--- src/rtl/f6_pkg.sv ---
// Shared definitions for the F6 fully-connected layer sequencer.
// Contents: FSM state enum, default layer geometry, and the per-neuron beat
// count (weights plus optional bias slot).
// Macro: F6_BIAS_EN -- when defined, each neuron carries one extra bias beat.
package f6_pkg;

  typedef enum logic [1:0] {IDLE, LOAD, COMP, DONE} f6_state_t;

  localparam int F6_NW  = 120;
  localparam int F6_NUM = 84;

`ifdef F6_BIAS_EN
  localparam int F6_BIAS = 1;
`else
  localparam int F6_BIAS = 0;
`endif

  localparam int F6_BEATS = F6_NW + F6_BIAS;

  // Beats per neuron for an arbitrary weight count.
  function automatic int f6_beats(input int nw);
    return nw + F6_BIAS;
  endfunction

endpackage

--- src/rtl/f6_beat_cnt.sv ---
// Index counter with synchronous clear, increment and wrap.
// Ports:
//   i_sclk, i_rstn : clock, synchronous active-low reset
//   clr            : force count back to INIT
//   inc            : advance; wraps to INIT when at LAST
//   cnt            : current count
//   tc             : terminal flag, cnt == LAST
module f6_beat_cnt #(
  parameter logic [7:0] INIT = 8'd0,
  parameter logic [7:0] LAST = 8'd0
) (
  input  logic       i_sclk,
  input  logic       i_rstn,
  input  logic       clr,
  input  logic       inc,
  output logic [7:0] cnt,
  output logic       tc
);

  assign tc = (cnt == LAST);

  always_ff @(posedge i_sclk) begin
    if (!i_rstn || clr) begin
      cnt <= INIT;
    end else if (inc) begin
      cnt <= tc ? INIT : cnt + 8'd1;
    end
  end

endmodule

--- src/rtl/f6_layer_sched.sv ---
// F6 layer sequencer: per neuron, stores the incoming weight stream into the
// weight buffer, then issues one MAC read beat per stored word.
// Macro: F6_BIAS_EN (via f6_pkg) adds a bias word at address NW per neuron.
// Ports:
//   i_sclk, i_rstn        : clock, synchronous active-low reset
//   i_start, i_abort      : run pulse / abandon-run level
//   s_w_valid/data/ready  : upstream weight stream
//   o_w_en/num/addr/weight: weight buffer write port (num is 1-based)
//   o_rd_addr, o_mac_*    : MAC read address and control strobes
//   o_busy, o_done        : status
//
// state | meaning
// IDLE  | waiting for i_start
// LOAD  | accepting weight beats for the current neuron
// COMP  | issuing one MAC beat per cycle, no stalls
// DONE  | final neuron finished; o_done is raised on the way back to IDLE
module f6_layer_sched
  import f6_pkg::*;
#(
  parameter int WD  = 8,
  parameter int NW  = F6_NW,
  parameter int NUM = F6_NUM
) (
  input  logic          i_sclk,
  input  logic          i_rstn,
  input  logic          i_start,
  input  logic          i_abort,
  input  logic          s_w_valid,
  input  logic [WD-1:0] s_w_data,
  output logic          s_w_ready,
  output logic          o_w_en,
  output logic [7:0]    o_w_num,
  output logic [7:0]    o_w_addr,
  output logic [WD-1:0] o_weight,
  output logic [7:0]    o_rd_addr,
  output logic          o_mac_en,
  output logic          o_mac_clr,
  output logic          o_mac_last,
  output logic          o_busy,
  output logic          o_done
);

  localparam int         BEATS     = f6_beats(NW);
  localparam logic [7:0] BEAT_LAST = 8'(BEATS - 1);
  localparam logic [7:0] NUM_LAST  = 8'(NUM);

  f6_state_t  state;
  logic       hs;
  logic       beat_inc;
  logic       num_inc;
  logic       beat_tc;
  logic       num_tc;
  logic [7:0] beat;

  assign s_w_ready = (state == LOAD) && !i_abort;
  assign hs        = s_w_valid && s_w_ready;

  // The beat index serves both phases: accepted beats in LOAD, read beats in COMP.
  assign beat_inc = hs || ((state == COMP) && !i_abort);
  assign num_inc  = (state == COMP) && beat_tc && !i_abort;

  f6_beat_cnt #(.INIT(8'd0), .LAST(BEAT_LAST)) u_beat_cnt (
    .i_sclk (i_sclk),
    .i_rstn (i_rstn),
    .clr    (i_abort),
    .inc    (beat_inc),
    .cnt    (beat),
    .tc     (beat_tc)
  );

  // Neuron index wraps from NUM back to 1 as the last neuron completes.
  f6_beat_cnt #(.INIT(8'd1), .LAST(NUM_LAST)) u_num_cnt (
    .i_sclk (i_sclk),
    .i_rstn (i_rstn),
    .clr    (i_abort),
    .inc    (num_inc),
    .cnt    (o_w_num),
    .tc     (num_tc)
  );

  always_ff @(posedge i_sclk) begin
    if (!i_rstn || i_abort) begin
      state      <= IDLE;
      o_w_en     <= 1'b0;
      o_w_addr   <= '0;
      o_weight   <= '0;
      o_rd_addr  <= '0;
      o_mac_en   <= 1'b0;
      o_mac_clr  <= 1'b0;
      o_mac_last <= 1'b0;
      o_busy     <= 1'b0;
      o_done     <= 1'b0;
    end else begin
      o_w_en     <= hs;
      o_mac_en   <= 1'b0;
      o_mac_clr  <= 1'b0;
      o_mac_last <= 1'b0;
      o_done     <= 1'b0;
      if (hs) begin
        o_w_addr <= beat;
        o_weight <= s_w_data;
      end
      case (state)
        IDLE: begin
          if (i_start) begin
            state  <= LOAD;
            o_busy <= 1'b1;
          end
        end
        LOAD: begin
          if (hs && beat_tc) state <= COMP;
        end
        COMP: begin
          o_mac_en   <= 1'b1;
          o_rd_addr  <= beat;
          o_mac_clr  <= (beat == 8'd0);
          o_mac_last <= beat_tc;
          if (beat_tc) state <= num_tc ? DONE : LOAD;
        end
        DONE: begin
          state  <= IDLE;
          o_busy <= 1'b0;
          o_done <= 1'b1;
        end
        default: state <= IDLE;
      endcase
    end
  end

endmodule

--- config.mk ---
export PLATFORM = sky130hd
export DESIGN_NAME = f6_layer_sched
export DESIGN_NICKNAME = d
export VERILOG_FILES = /design/src/rtl/f6_pkg.sv /design/src/rtl/f6_beat_cnt.sv /design/src/rtl/f6_layer_sched.sv
export SDC_FILE = /design/constraint.sdc
export NUM_CORES = 1
export LEC_CHECK = 0
export ABC_AREA = 1
export CAP_MARGIN = 10
export CORE_MARGIN = 2
export CORE_UTILIZATION = 53
export DETAILED_ROUTE_END_ITERATION = 12
export HOLD_SLACK_MARGIN = 0.03
export PLACE_DENSITY_LB_ADDON = 0.25
export SYNTH_ARGS = -nofsm -noshare
export SYNTH_HDL_FRONTEND = slang
export SYNTH_SLANG_ARGS = --single-unit
--- constraint.sdc ---
create_clock -name i_sclk -period 2.05 [get_ports i_sclk]
set_input_delay 0.615 -clock i_sclk [delete_from_list [all_inputs] [get_ports i_sclk]]
set_output_delay 0.615 -clock i_sclk [all_outputs]
set_load 0.01 [all_outputs]
==> results.toml, run 1 <==
[placement]
gp_congestion = 0.857
port_buffers = 51
placed_cells = 395
placed_area_mm2 = 0.00276
dp_hpwl_mm = 3.63
place_ws_ps = -320

[worst_setup_path]
crit_buf_inv = 1
path_cells = "clkdlybuf4s50_1"
path_depth = 1
arrival_ps = 1320
r2r_cells = 6
max_stage_delay_ps = 580
start_kind = "flop"
crit_type = "flop to primary output"
cp.required_ps = 1430
crit_end = "o_w_num[3]"
reg2reg_to = "u_num_cnt.cnt[7]"
r2r_start = "u_beat_cnt.cnt[1]"
crit_path_start = "u_num_cnt.cnt[3]"
endpoint_kind = "primary output"
r2r_setup_slack_ps = 350
cp_top_family = "buffers and inverters"
cp_max_fo = 7
crit_slowest_cell = "clkdlybuf4s50_1"

[run_status]
outcome = "finished, final reports clean"

[route]
drc = 0
vias = 2063
routed_via_density = 5.12
wirelength_mm = 5.06
dr.pass1.iters = 5
ant_nets = 0
wl_per_cell_um = 12.5
drt_iter0_markers = 125

[logic_synthesis]
synth_area_leaders = "dfxtp_1 44%, nand2_1 9.5%, nor2_1 7.3%, o21ai_0 6.0%, a21oi_1 5.8%"
post-synth-top-area-fraction = 0.442
synth_top_area_cell = "dfxtp_1"
synth_warnings = 0
ys_ff_latch = 48
seq_area_frac_synth = 0.442
avgSynthCellArea_um2 = 7.44
syn-num-nets = 309
netlist_instances = 292
synth.distinct_cells = 28
syn-cell-area_mm2 = 0.00217

[cells_and_area]
drive_gt1_frac = 0.122
layout_commonest_cell = "nand2_1"
fin_area_mm2 = 0.00288
fin_cells = 403
final_cell_mix = "55 x nand2_1, 49 x clkdlybuf4s50_1, 48 x dfxtp_1"
nFillCells = 330
syn2layout_area_growth_pct = 32.6
fin_nets = 369
n_antenna_cell = 0

[global_route]
grt_pass1_vias = 1867
grt_max_degree = 24
antenna_found_initial = 0
grt_pass1_wl_mm = 8.27
globalRouteOverflowTotal = 0
track_usage = 0.239

[clocking]
ctsHoldBuffers = 0
clock_latency_ps = 310
cts_setup_buffers = 0
cts-root-buf = "clkbuf_8"
clkSlewWorstSetupHoldPaths_ps = 90
htreeDepth = 2
numCtsBuffers = 5
cts_buffer_depth = 2
cts_tree = "built"
cts.sinks = 48

[timing]
setup_viol = 0
slew_headroom = 0.714
fmax_mhz = 516
rsz0062_at_grt = "false"
drv_slew = 0
timing.final.ws_setup_ps = 111
fin_crit_sh = 0.946
finalHoldViolCount = 0
setup-tns-final_ps = 0
tightestPinTransition_ps = 426
period_minus_slack_ps = 1940
fin_skew_ps = 5.72

[power]
power_density_mw_per_mm2 = 627
ir_drop_uv = 502
leakagePower_nw = 1.16
design_power_total_mw = 1.81

[min_path]
min_path_cells = 1
min_path_type = "flop to flop"

[floorplanning]
core_area_mm2 = 0.00397
die-height_um = 68.0
top_level_ports = 52
die-area_mm2 = 0.00463
initial_utilization = 0.547
std_cell_rows = 23
die_w_um = 68.0

[flow_run]
maxCapViolations = 0
-- layer usage --
metal  GRT usage  up-vias  share of wire
li1            -     1062              -
met1       0.283      922           0.44
met2       0.402       71           0.48
met3      0.0691        8          0.072
met4       0.100        0          0.017
met5           0        -              0
-- report_power, final --
group / leakage (nW) / total, mW / switching [mW] / internal (mW)
Sequential: 0.387 / 0.948 / 0.00639 / 0.942
Clock: 0.0614 / 0.724 / 0.326 / 0.399
Combinational: 0.710 / 0.133 / 0.0700 / 0.0634
-- cell families (layout without fill, tap and decap cells) --
family                   Yosys count  after routing  synth area share
AND/OR/NAND/NOR                  144            144             0.314
AO/OA/AOI/OAI                     55             55             0.132
flip-flops                        48             48             0.442
buffers and inverters             41            102            0.0881
adder cells (fa/ha/maj)            4              4            0.0230
-- synthesized netlist by cell type, drive strengths merged --
library cell and instances:
ha 4, o21ai 28, nand3b 1, nand3 22, inv 31, nand4 6, o21bai 2, clkinv 1
nor2 50, a21oi 25, nor3 4, dfxtp 48, clkbuf 3, buf 6, nand2 61
-- worst min-delay path by stage --
stage,start,to,slack [ps]
global route,u_beat_cnt.cnt[5],o_mac_clr,490
CTS,u_beat_cnt.cnt[5],o_mac_clr,460
global placement,u_beat_cnt.cnt[5],o_mac_clr,440
finish,u_beat_cnt.cnt[5],o_mac_clr,460
floorplan,u_beat_cnt.cnt[5],o_mac_clr,420
detailed placement,u_beat_cnt.cnt[5],o_mac_clr,450
-- timing repair --
item / in CTS / in global routing
gates resized for setup: 2 / 0
endpoints found under the hold margin: 0 / 0
setup endpoints to repair: 1 / 0
-- through the flow --
stage,util,hold slack [ps]
2_1_floorplan,-,420
3_3_place_gp,0.695,442
3_5_place_dp,0.695,446
4_1_cts,0.725,460
5_1_grt,0.725,486
6_report,0.725,463
-- sequential cells by signal (all words and copies together) (netlist names) --
name            cells
o_rd_addr           8
o_w_addr            8
o_weight            8
u_beat_cnt.cnt      8
u_num_cnt.cnt       8
state               2
o_busy              1
o_done              1
o_mac_clr           1
o_mac_en            1
o_mac_last          1
o_w_en              1
-- layout make-up --
cell class / instances / area, um2 / share of cell area
multi-input combinational: 203 / 1020 / 0.354
sequential: 48 / 961 / 0.334
timing repair buffer: 62 / 591 / 0.205
inverter: 32 / 125 / 0.0434
clock buffer: 6 / 82.6 / 0.0287
tap: 50 / 62.6 / 0.0217
clock inverter: 2 / 38.8 / 0.0135
(Power assumes the default switching activity.)
==> inputs of run 2 (changes only) <==
CELL_PAD_IN_SITES_DETAIL_PLACEMENT = 1   (was not set)
CELL_PAD_IN_SITES_GLOBAL_PLACEMENT = 1   (was not set)
CORE_UTILIZATION = 37   (was 53)
SYNTH_HIERARCHICAL = 1   (was not set)
==> run 2 against run 1 <==
  * Maximum frequency is 2.5% lower
  * Combinational power up 13%
  * Worst hold slack improved by 7.6 ps
  * Non-clock buffer count increased by 18
  * Register-to-register slack got worse by 240 ps
  * First-iteration DRC count down 27%
  * Synthesized cell count is 6.8% lower
  * Area after synthesis fell by 5.2%
  * Sequential share of layout area shrank 1.3 points
  * Clock skew about the same
  * Critical endpoint is now u_beat_cnt/cnt[5]
  * Largest power group unchanged
  * Highest routed layer unchanged
==> results.toml, run 2 <==
[worst_setup_path]
start_kind = "primary input"
cp_max_fo = 4
crit_type = "primary input to flop"
r2r_setup_slack_ps = 110
arrival_ps = 2190
crit_path_start = "i_abort"
r2r_start = "state[0]"
cp.required_ps = 2250
endpoint_kind = "flop"

[clocking]
clock_latency_ps = 300
cts.sinks = 48
numCtsBuffers = 5
htreeDepth = 2
cts_buffer_depth = 2
ctsHoldBuffers = 0
cts-root-buf = "clkbuf_8"
clkSlewWorstSetupHoldPaths_ps = 90
cts_tree = "built"

[floorplanning]
die-area_mm2 = 0.00618
die_w_um = 78.6
top_level_ports = 52
initial_utilization = 0.378
std_cell_rows = 27
die-height_um = 78.6
core_area_mm2 = 0.00544

[timing]
fmax_mhz = 503
fin_skew_ps = 5.43
drv_slew = 0
period_minus_slack_ps = 1990
setup-tns-final_ps = 0
slew_headroom = 0.514
setup_viol = 0
finalHoldViolCount = 0
tightestPinTransition_ps = 721
fin_crit_sh = 0.971
holdWs_ps = 471

[cells_and_area]
drive_gt1_frac = 0.184
nFillCells = 678
final_cell_mix = "77 x nor2_1, 49 x clkdlybuf4s50_1, 46 x dfxtp_1"
seqCellArea_um2 = 963
n_antenna_cell = 0
multi_input_area_um2 = 973
layout_commonest_cell = "nor2_1"
final_util = 0.552
syn2layout_area_growth_pct = 45.8
fin_nets = 369

[route]
wl_per_cell_um = 14.2
ant_nets = 0
vias = 2015
dr.pass1.iters = 4
drt_iter0_markers = 91
routed_via_density = 4.73
wirelength_mm = 6.06
drc = 0

[min_path]
hold_start = "o_busy"
min_path_type = "flop to flop"

[logic_synthesis]
synth_area_leaders = "dfxtp_1 47%, nor2_1 14%, o21ai_0 6.1%, nand2_1 5.5%, inv_1 4.9%"
synth_top_area_cell = "dfxtp_1"
synth_edf_count = 0
async_flop_share = 0
yosysMostFrequentCell = "nor2_1"
synthTopCellsByCount = "77 x nor2_1, 48 x dfxtp_1, 30 x nand2_1, 27 x inv_1, 25 x o21ai_0"
post-synth-top-area-fraction = 0.467
netlist_instances = 272
syn-cell-area_mm2 = 0.00206
seq_area_frac_synth = 0.467
synth_ff_type = "dfxtp_1"
synth.distinct_cells = 30
synth_warnings = 6
syn-num-nets = 288
avgSynthCellArea_um2 = 7.57
ys_ff_latch = 48

[global_route]
globalRouteOverflowTotal = 0
track_usage = 0.199
grt_pass1_vias = 2108
grt_pass1_wl_mm = 9.69
antenna_found_initial = 0
grt_max_degree = 19

[power]
ir_drop_uv = 305
p_comb_frac = 0.082
p_int_mw = 1.41
power_density_mw_per_mm2 = 612
power.net_switching_mw = 0.424
leakagePower_nw = 1.15
p_clk_frac = 0.400
p_sw_frac = 0.231
design_power_total_mw = 1.84
sequentialPowerShare = 0.518

[run_status]
outcome = "finished, final reports clean"

[placement]
port_buffers = 51
gp_congestion = 0.835
dp_hpwl_mm = 4.21

[flow_run]
maxCapViolations = 0
-- run 2: cell count changes after synthesis, moves of 10 or more --
cell and delta:
a21oi_1 -22, nor2_1 +35, nand3_1 -10, nand2_1 -25
-- run 2: path summary, 6_finish.rpt --
path	endpoint	cells after the start
setup reg to reg	u_beat_cnt/cnt[5]	8
hold reg to reg	o_busy	2
hold / removal	o_busy	2
setup / recovery	u_beat_cnt/cnt[5]	7
-- run 2: stage by stage --
stage / cells / setup WS, ps / area [um2]
2_1_floorplan: 272 / 77.9 / 2060
3_3_place_gp: 415 / -347 / 2820
3_5_place_dp: 415 / -376 / 2820
4_1_cts: 423 / 22.7 / 2950
5_1_grt: 426 / -28.2 / 3000
6_report: 426 / 60.2 / 3000
-- run 2: kinds of logic after synthesis --
family,Yosys count,share of synthesized area
and+or+nand+nor,146,0.323
DFF,48,0.467
buffers and inverters,35,0.0784
AOI/OAI and AO/OA,33,0.0827
xor gates and xnor gates,5,0.0213
adders and majority gates,3,0.0182
muxes,2,0.00973
-- run 2: critical path, stage by stage --
cell and delay (ps):
dlygate4sd2_1 280, o21ai_0 600, nand2_2 140, nor2_4 220, nand2_2 70, xor2_1 200, nor2_2 50
-- run 2: power by group through the flow --
stage	clock (mW)	combinational (mW)	sequential (mW)
after floorplan	0	0.0701	0.976
after global placement	0	0.144	0.972
after detailed placement	0	0.149	0.973
after CTS	0.757	0.150	0.951
after global routing	0.790	0.167	0.953
final	0.735	0.150	0.951
-- run 2: metal layers --
| layer | GRT usage | routed length [um] | vias to the layer above |
|---|---|---|---|
| met5 | 0 | 0 | - |
| met4 | 0.0772 | 61 | 0 |
| met3 | 0.0460 | 219 | 5 |
| met2 | 0.364 | 3190 | 36 |
| met1 | 0.222 | 2590 | 956 |
| li1 | - | - | 1018 |
-- run 2: repair_timing --
action,in CTS,in global routing
endpoints found under the setup margin,8,7
pin swaps,1,2
gates resized for setup,4,7
buffers inserted,0,3
hold endpoints to repair,0,0
-- run 2: cell type report --
cell class / instances / share of cell area
multi-input cells: 189 / 0.324
repair buffers: 80 / 0.246
clock inverters: 2 / 0.0129
clock buffers: 6 / 0.0275
flip-flops and latches: 48 / 0.321
inverters: 29 / 0.0379
well taps: 72 / 0.0300
